<file path="config.mk">
export PLATFORM = sky130hd
export DESIGN_NAME = lsu_rmw
export DESIGN_NICKNAME = d
export VERILOG_FILES = /design/src/rtl/lsu_pkg.sv /design/src/rtl/lsu_lane.sv /design/src/rtl/lsu_rmw.sv
export SDC_FILE = /design/constraint.sdc
export NUM_CORES = 1
export LEC_CHECK = 0
export ABC_AREA = 1
export CAP_MARGIN = 30
export CORE_AREA = 2 2 133 135
export CTS_CLUSTER_SIZE = 14
export DETAILED_ROUTE_END_ITERATION = 10
export DIE_AREA = 0 0 135 137
export GPL_TIMING_DRIVEN = 1
export PLACE_DENSITY = 0.74
export REMOVE_ABC_BUFFERS = 1
export SKIP_CTS_REPAIR_TIMING = 1
export SYNTH_ARGS = -nofsm -noshare
export SYNTH_HDL_FRONTEND = slang
export SYNTH_SLANG_ARGS = --single-unit
</file>
<file path="constraint.sdc">
create_clock -name clk -period 1.7 [get_ports clk]
set_input_delay 0.17 -clock clk [delete_from_list [all_inputs] [get_ports clk]]
set_output_delay 0.17 -clock clk [all_outputs]
set_load 0.02 [all_outputs]
</file>
<file path="src/rtl/lsu_pkg.sv">
// Shared types and helpers for the load/store unit with sub-word read-modify-write.
package lsu_pkg;

  localparam int unsigned XLEN = 32;

  typedef enum logic [1:0] {
    SZ_B   = 2'b00,
    SZ_H   = 2'b01,
    SZ_W   = 2'b10,
    SZ_RSV = 2'b11
  } size_t;

  typedef enum logic [1:0] {
    IDLE     = 2'b00,
    ACCESS   = 2'b01,
    MERGE_WR = 2'b10,
    RESP     = 2'b11
  } state_t;

  // Reserved size counts as an alignment error so it takes the same error path.
  function automatic logic misaligned(input size_t size, input logic [1:0] off);
    case (size)
      SZ_H:    return off[0];
      SZ_W:    return off != 2'b00;
      SZ_RSV:  return 1'b1;
      default: return 1'b0;
    endcase
  endfunction

endpackage

</file>
<file path="src/rtl/lsu_lane.sv">
// Byte-lane steering: extracts/extends load data and merges store data into a memory word.
module lsu_lane
  import lsu_pkg::*;
#(
  parameter bit BIG_ENDIAN = 1'b0
) (
  input  size_t            size,
  input  logic [1:0]       off,
  input  logic             sign,
  input  logic [XLEN-1:0]  rd,
  input  logic [XLEN-1:0]  wd,
  output logic [XLEN-1:0]  ld_word,
  output logic [XLEN-1:0]  st_word
);

  logic [1:0]  bsel;
  logic        hsel;
  logic [7:0]  byte_v;
  logic [15:0] half_v;

  always_comb begin
    // Big-endian mirrors the lane index within the word.
    bsel    = BIG_ENDIAN ? (2'd3 - off) : off;
    hsel    = BIG_ENDIAN ? ~off[1] : off[1];
    byte_v  = rd[{bsel, 3'b000} +: 8];
    half_v  = rd[{hsel, 4'b0000} +: 16];
    ld_word = rd;
    st_word = wd;
    case (size)
      SZ_B: begin
        ld_word = {{24{sign & byte_v[7]}}, byte_v};
        st_word = rd;
        st_word[{bsel, 3'b000} +: 8] = wd[7:0];
      end
      SZ_H: begin
        ld_word = {{16{sign & half_v[15]}}, half_v};
        st_word = rd;
        st_word[{hsel, 4'b0000} +: 16] = wd[15:0];
      end
      default: ;
    endcase
  end

endmodule

</file>
<file path="src/rtl/lsu_rmw.sv">
// Load/store unit: byte/halfword/word accesses to a word-indexed memory, sub-word stores by RMW.
module lsu_rmw
  import lsu_pkg::*;
#(
  parameter bit BIG_ENDIAN = 1'b0
) (
  input  logic             clk,
  input  logic             reset,
  input  logic             req,
  input  logic             wr,
  input  logic [1:0]       size,
  input  logic             sign_ld,
  input  logic [XLEN-1:0]  addr,
  input  logic [XLEN-1:0]  wdata,
  output logic             busy,
  output logic             done,
  output logic             err,
  output logic [XLEN-1:0]  rdata,
  output logic             mem_we,
  output logic [XLEN-1:0]  mem_a,
  output logic [XLEN-1:0]  mem_wd,
  input  logic [XLEN-1:0]  mem_rd
);

  state_t          state;
  logic            wr_q;
  size_t           size_q;
  logic            sign_q;
  logic            err_q;
  logic            we_q;
  logic [XLEN-1:0] addr_q;
  logic [XLEN-1:0] wdata_q;
  logic [XLEN-1:0] merge_q;
  logic [XLEN-1:0] ld_word;
  logic [XLEN-1:0] st_word;
  logic            bad;

  lsu_lane #(.BIG_ENDIAN(BIG_ENDIAN)) u_lane (
    .size    (size_q),
    .off     (addr_q[1:0]),
    .sign    (sign_q),
    .rd      (mem_rd),
    .wd      (wdata_q),
    .ld_word (ld_word),
    .st_word (st_word)
  );

  assign bad = misaligned(size_t'(size), addr[1:0]);

  // Memory-side signals come only from latched state; reset masks any pending write.
  assign mem_a  = {addr_q[XLEN-1:2], 2'b00};
  assign mem_we = we_q & ~reset;
  assign mem_wd = (state == MERGE_WR) ? merge_q : wdata_q;

  always_ff @(posedge clk) begin
    if (reset) begin
      state   <= IDLE;
      wr_q    <= 1'b0;
      size_q  <= SZ_B;
      sign_q  <= 1'b0;
      err_q   <= 1'b0;
      we_q    <= 1'b0;
      addr_q  <= '0;
      wdata_q <= '0;
      merge_q <= '0;
      busy    <= 1'b0;
      done    <= 1'b0;
      err     <= 1'b0;
      rdata   <= '0;
    end else begin
      done <= 1'b0;
      err  <= 1'b0;
      case (state)
        IDLE: begin
          if (req) begin
            wr_q    <= wr;
            size_q  <= size_t'(size);
            sign_q  <= sign_ld;
            addr_q  <= addr;
            wdata_q <= wdata;
            err_q   <= bad;
            busy    <= 1'b1;
            if (bad) begin
              state <= RESP;
              done  <= 1'b1;
              err   <= 1'b1;
            end else begin
              state <= ACCESS;
              we_q  <= wr & (size_t'(size) == SZ_W);
            end
          end
        end
        ACCESS: begin
          if (!wr_q) begin
            rdata <= ld_word;
            state <= RESP;
            done  <= 1'b1;
            err   <= err_q;
          end else if (size_q == SZ_W) begin
            we_q  <= 1'b0;
            state <= RESP;
            done  <= 1'b1;
            err   <= err_q;
          end else begin
            merge_q <= st_word;
            we_q    <= 1'b1;
            state   <= MERGE_WR;
          end
        end
        MERGE_WR: begin
          we_q  <= 1'b0;
          state <= RESP;
          done  <= 1'b1;
          err   <= err_q;
        end
        RESP: begin
          state <= IDLE;
          busy  <= 1'b0;
        end
        default: state <= IDLE;
      endcase
    end
  end

endmodule
</file>
Yosys cells after proc, flatten, opt, wreduce, memory -nomap -nowiden
Cells that the tools add are included.
Widths: inputs -> output; s select.
{ "op_classes": {"add_sub_neg": 2, "n_mul": 0, "n_div": 0, "order_cmp": 0, "n_eq_ne": 11, "shifts": 6, "muxes": 26, "bitwise": 7, "n_reduce_logical": 10} }
{ "op_table": {"columns": ["op", "n"], "rows": [
  ["$pmux 32 s2", 2],
  ["$bwmux 32", 2],
  ["$mux 32", 1],
  ["$shift 16x7->32 const A", 1],
  ["$shift 8x7->32 const A", 1],
  ["$shiftx 16x7->32", 1],
  ["$shiftx 32x6->16", 1],
  ["$shiftx 32x6->8", 1],
  ["$shiftx 8x7->32", 1],
  ["$neg 5->7", 2],
  ["$mux 1", 13],
  ["$pmux 1 s3", 4],
  ["$eq 2x2->1 const B", 5],
  ["$pmux 2 s4", 1],
  ["$eq 2x1->1 const B", 3],
  ["$ne 2x2->1 const B", 3],
  ["$reduce_and 2->1", 3],
  ["$and 1x1->1", 4],
  ["$logic_not 2->1", 2],
  ["$mux 2", 2],
  ["$reduce_and 4->1", 1],
  ["$reduce_bool 2->1", 2],
  ["$not 1->1", 3],
  ["$reduce_and 3->1", 1],
  ["2 further kinds", 2]
]} }
{ "totals": {"register_bits": 139, "latch_bits": 0, "ramBits": 0, "rom_bits": 0, "in_bits": 103, "output_inout_bits": 100, "memories": 0} }

Depth between registers and ports, before layout
{ "logic_depth": {"depth_word": 5, "ltp_mapped": 10, "ltp_nobuf": 10} }

Cells and area by module
From an unflattened synthesis, not the netlist that was laid out.
{ "hier_totals": {"cells_unflattened": 1151, "hier_area_um2": 7454.6} }
{ "modules_own_cells": {"columns": ["mod", "n_inst", "cells_each", "area_per_inst_um2"], "rows": [
  ["lsu_rmw", 1, 736, 5551.6],
  ["lsu_lane", 1, 415, 1903.1]
]} }

Least setup slack after synthesis
Ideal clock, no wire load.
{ "synth_path": {"path_kind": "register to register", "from": "register addr_q[1]", "to": "register merge_q[21]", "setup_time_ps": 70, "arrival_time_ps": 1749, "required_time_ps": 1630, "setup_slack_ps": -119, "path_stages_with_launch": 10, "period_less_slack_ps": 1819, "path_cell_list": "dfxtp_1 > inv_1 > buf_2 > ha_1 > clkinv_1 > nor2_1 > nand3_1 > o22ai_1 > nand2_1 > a21oi_1"} }
{ "synth_between": {"elab_chain_cells": 4, "elab_cells_between_ends": 9} }
{ "synth_rtl": {"columns": ["element", "line", "rtl"], "rows": [
  ["start, declared", "lsu_rmw.sv:31", "logic [XLEN-1:0] addr_q;"],
  ["start signal, assigned", "lsu_rmw.sv:79", "addr_q <= addr;"],
  ["$neg 5->7, on equally long branches", "lsu_lane.sv:38, lsu_lane.sv:33", null],
  ["$shiftx 16x7->32 (tied with other cells)", "lsu_lane.sv:38", "st_word[{hsel, 4'b0000} +: 16] = wd[15:0];"],
  ["$bwmux 32, on equally long branches", "lsu_lane.sv:38, lsu_lane.sv:33", null],
  ["$pmux 32 s2 *", "lsu_lane.sv:29", "case (size)"],
  ["end signal, assigned", "lsu_rmw.sv:105", "merge_q <= st_word;"],
  ["end, declared", "lsu_rmw.sv:33", "logic [XLEN-1:0] merge_q;"]
]} }
Every way passes the cells marked *; elsewhere a longest branch is shown, timed or not.
A chain may end at the register's enable or synchronous reset.

Final worst setup path
{ "layout_path": {"from": "register state[0]", "to": "output port mem_wd[15]"} }
{ "layout_between": {"elab_chain_cells": 2} }
{ "layout_rtl": {"columns": ["element", "line", "rtl"], "rows": [
  ["start, declared", "lsu_rmw.sv:25", "state_t state;"],
  ["start signal, assigned", "lsu_rmw.sv:57", "state <= IDLE;"],
  ["start signal, assigned", "lsu_rmw.sv:84", "state <= RESP;"],
  ["start signal, assigned", "lsu_rmw.sv:88", "state <= ACCESS;"],
  ["$eq 2x2->1", "lsu_rmw.sv:53", "assign mem_wd = (state == MERGE_WR) ? merge_q : wdata_q;"],
  ["$mux 32", "lsu_rmw.sv:53", null],
  ["end, declared", "lsu_rmw.sv:21", "output logic [XLEN-1:0] mem_wd,"]
]} }
No other way between the ends.

==> impl_metrics.env <==
export IMPL_status="finished with violations"
export IMPL_synth_seq_cells=139
export IMPL_die_x_um=135
export IMPL_leakage_nw=4.39
export IMPL_ios=203
export IMPL_port_buffers=200
export IMPL_routed_wl_um=25900
export IMPL_drtPass1Iterations=6
export IMPL_max_slew_margin_rel_pct=61.2
export IMPL_fmax_ghz=0.559
export IMPL_yosys_cell_count_top_type="o21ai_0"
export IMPL_path_class="reg2out"
export IMPL_tns_ps=-1800
export IMPL_yosys_top_cells_area="dfxtp_1, o21ai_0, nand2_1"
export IMPL_antenna_found_initial=1
export IMPL_gp_congestion=0.916
export IMPL_path_clk_slew_ps=60
export IMPL_cp_arrival_ps=1620
export IMPL_dieArea_um2=18500
export IMPL_ant_nets=0
export IMPL_worst_path_max_fanout=12
export IMPL_maxSlewViolCount=0
export IMPL_die_y_um=137
export IMPL_fin_cells=1515
export IMPL_coreArea_um2=17100
export IMPL_critPathRequiredTime_ps=1530
export IMPL_cts_buffers_inserted=17
export IMPL_viasPerCell=5.30
export IMPL_fin_skew_ps=7.73
export IMPL_cts_tree="yes"
export IMPL_crit_path_end_kind="output port"
export IMPL_initial_core_util_pct=43.2
export IMPL_dp_slack_ps=-77.5
export IMPL_area_growth_pct=43.3
export IMPL_drt_iter0_markers=850
export IMPL_synth_warnings=0
export IMPL_vias=8036
export IMPL_fillers=1547
export IMPL_timing_rr_start="state[1]"
export IMPL_failed_checks="negative setup slack"
export IMPL_synthTopCellsByCount="o21ai_0, nand2_1, dfxtp_1"
export IMPL_fin_area_um2=10600
export IMPL_grt_pass1_vias=7226
export IMPL_fin_util_pct=61.9
export IMPL_yosys_most_used_dff="dfxtp_1"
export IMPL_drc=0
export IMPL_row_count=48
export IMPL_ys_seq_area_share_pct=37.8
export IMPL_placed_area_um2=9690
export IMPL_tightest_slew_ps=582
export IMPL_timing_hold_ws_ps=357
export IMPL_dp_cells=1472
export IMPL_netlist_area_leader_share_pct=37.8
export IMPL_hold_violations=0
export IMPL_crit_start="state[0]"
export IMPL_syn_area_um2=7360
export IMPL_setup_ws_ps=-90.5
export IMPL_grt_max_degree=54
export IMPL_fin_crit_ps=1790
export IMPL_powerDensity_nw_per_um2=1640
export IMPL_gr_total_overflow=0
export IMPL_synth_edf_count=0
export IMPL_grt_first_pass_wirelength_um=37200
export IMPL_syn_avg_cell_area_um2=6.73
export IMPL_grt_use_total_pct=25.6
export IMPL_peakVddDrop_mv=0.819
export IMPL_rsz0062_at_grt="true"
export IMPL_hold_start="wdata[16]"
export IMPL_power_total_mw=17.3
export IMPL_startpoint_type="register"
export IMPL_yosys_area_top_type="dfxtp_1"
export IMPL_setup_viol=32
export IMPL_hpwl_um=17400
export IMPL_synth_cell_types=32
export IMPL_fin_nets=1388
export IMPL_cts_buffer_depth=2
export IMPL_clock_sinks=139
export IMPL_htree_levels=4
export IMPL_wl_per_cell_um=17.1
export IMPL_cap_viol_max_count=0
export IMPL_drive_above_1_share_pct=15.4
export IMPL_root_buffer="clkbuf_16"
export IMPL_min_path_type="in2reg"
export IMPL_fin_crit_sh_pct=105
export IMPL_clk_latency_ps=430
export IMPL_syn_inst=1094
export IMPL_async_flop_share_pct=0
==> where the power goes <==
part / internal, mW / leakage, nW / switching [mW]
sequential: 4.21 / 1.14 / 0.526
combinational: 3.71 / 2.99 / 5.31
clock: 2.07 / 0.261 / 1.44
total: 9.99 / 4.39 / 7.28
==> path summary, 6_finish.rpt <==
check	end	slack [ps]	depth (start not counted)
max reg2reg	merge_q[24]	20	10
max	mem_wd[15]	-90	5
min	wdata_q[16]	360	3
min reg2reg	err_q	470	2
==> state kept, by name (all words and copies together), names as in the netlist <==
| signal | cells |
|---|---|
| err | 1 |
| merge_q | 32 |
| addr_q | 32 |
| size_q | 2 |
| done | 1 |
| err_q | 1 |
| rdata | 32 |
| sign_q | 1 |
| state | 2 |
| wr_q | 1 |
| wdata_q | 32 |
| busy | 1 |
| we_q | 1 |
==> layout by cell type, fill, tap and decap left out, types with 15 or more instances in the layout <==
master	count
a21oi_1	115
buf_4	62
buf_6	15
clkbuf_16	22
clkdlybuf4s50_1	167
dfxtp_1	136
inv_1	96
nand2_1	166
nand2_2	16
nand3_1	20
nor2_1	119
o21ai_0	151
o21ai_1	52
o22ai_1	31
==> kinds of logic after synthesis <==
kind of cell,count (synthesis),synth area share (%)
AO/OA/AOI/OAI,383,27.6
AND/OR/NAND/NOR,350,19.7
buffers and inverters,212,13.4
flip-flops,139,37.8
adder cells (fa/ha/maj),9,1.53
other,1,0.0509
==> metal layers <==
| metal | track usage [%] | vias to the layer above | routed length [µm] |
|---|---|---|---|
| li1 | - | 3944 | - |
| met1 | 33.5 | 3686 | 10700 |
| met2 | 41.4 | 354 | 12500 |
| met3 | 5.15 | 52 | 2100 |
| met4 | 10.3 | 0 | 606 |
| met5 | 0 | - | 0 |
==> critical path: stages, from the launching register on <==
cell and delay, ps:
dfxtp_2 330, inv_2 70, ha_4 270, buf_6 240, o21ai_1 100, buf_2 160
==> layout make-up <==
| class | instances | area, µm² | share of cell area [%] |
|---|---|---|---|
| diodes | 1 | 2.50 | 0.0237 |
| clock buffers | 21 | 460 | 4.36 |
| clock inverters | 11 | 96.3 | 0.913 |
| inverters | 104 | 395 | 3.75 |
| multi-input cells | 744 | 3770 | 35.7 |
| flip-flops and latches | 139 | 2790 | 26.4 |
| well taps | 225 | 282 | 2.67 |
| repair buffers | 270 | 2760 | 26.2 |
Power figures use the tool's default switching activity.
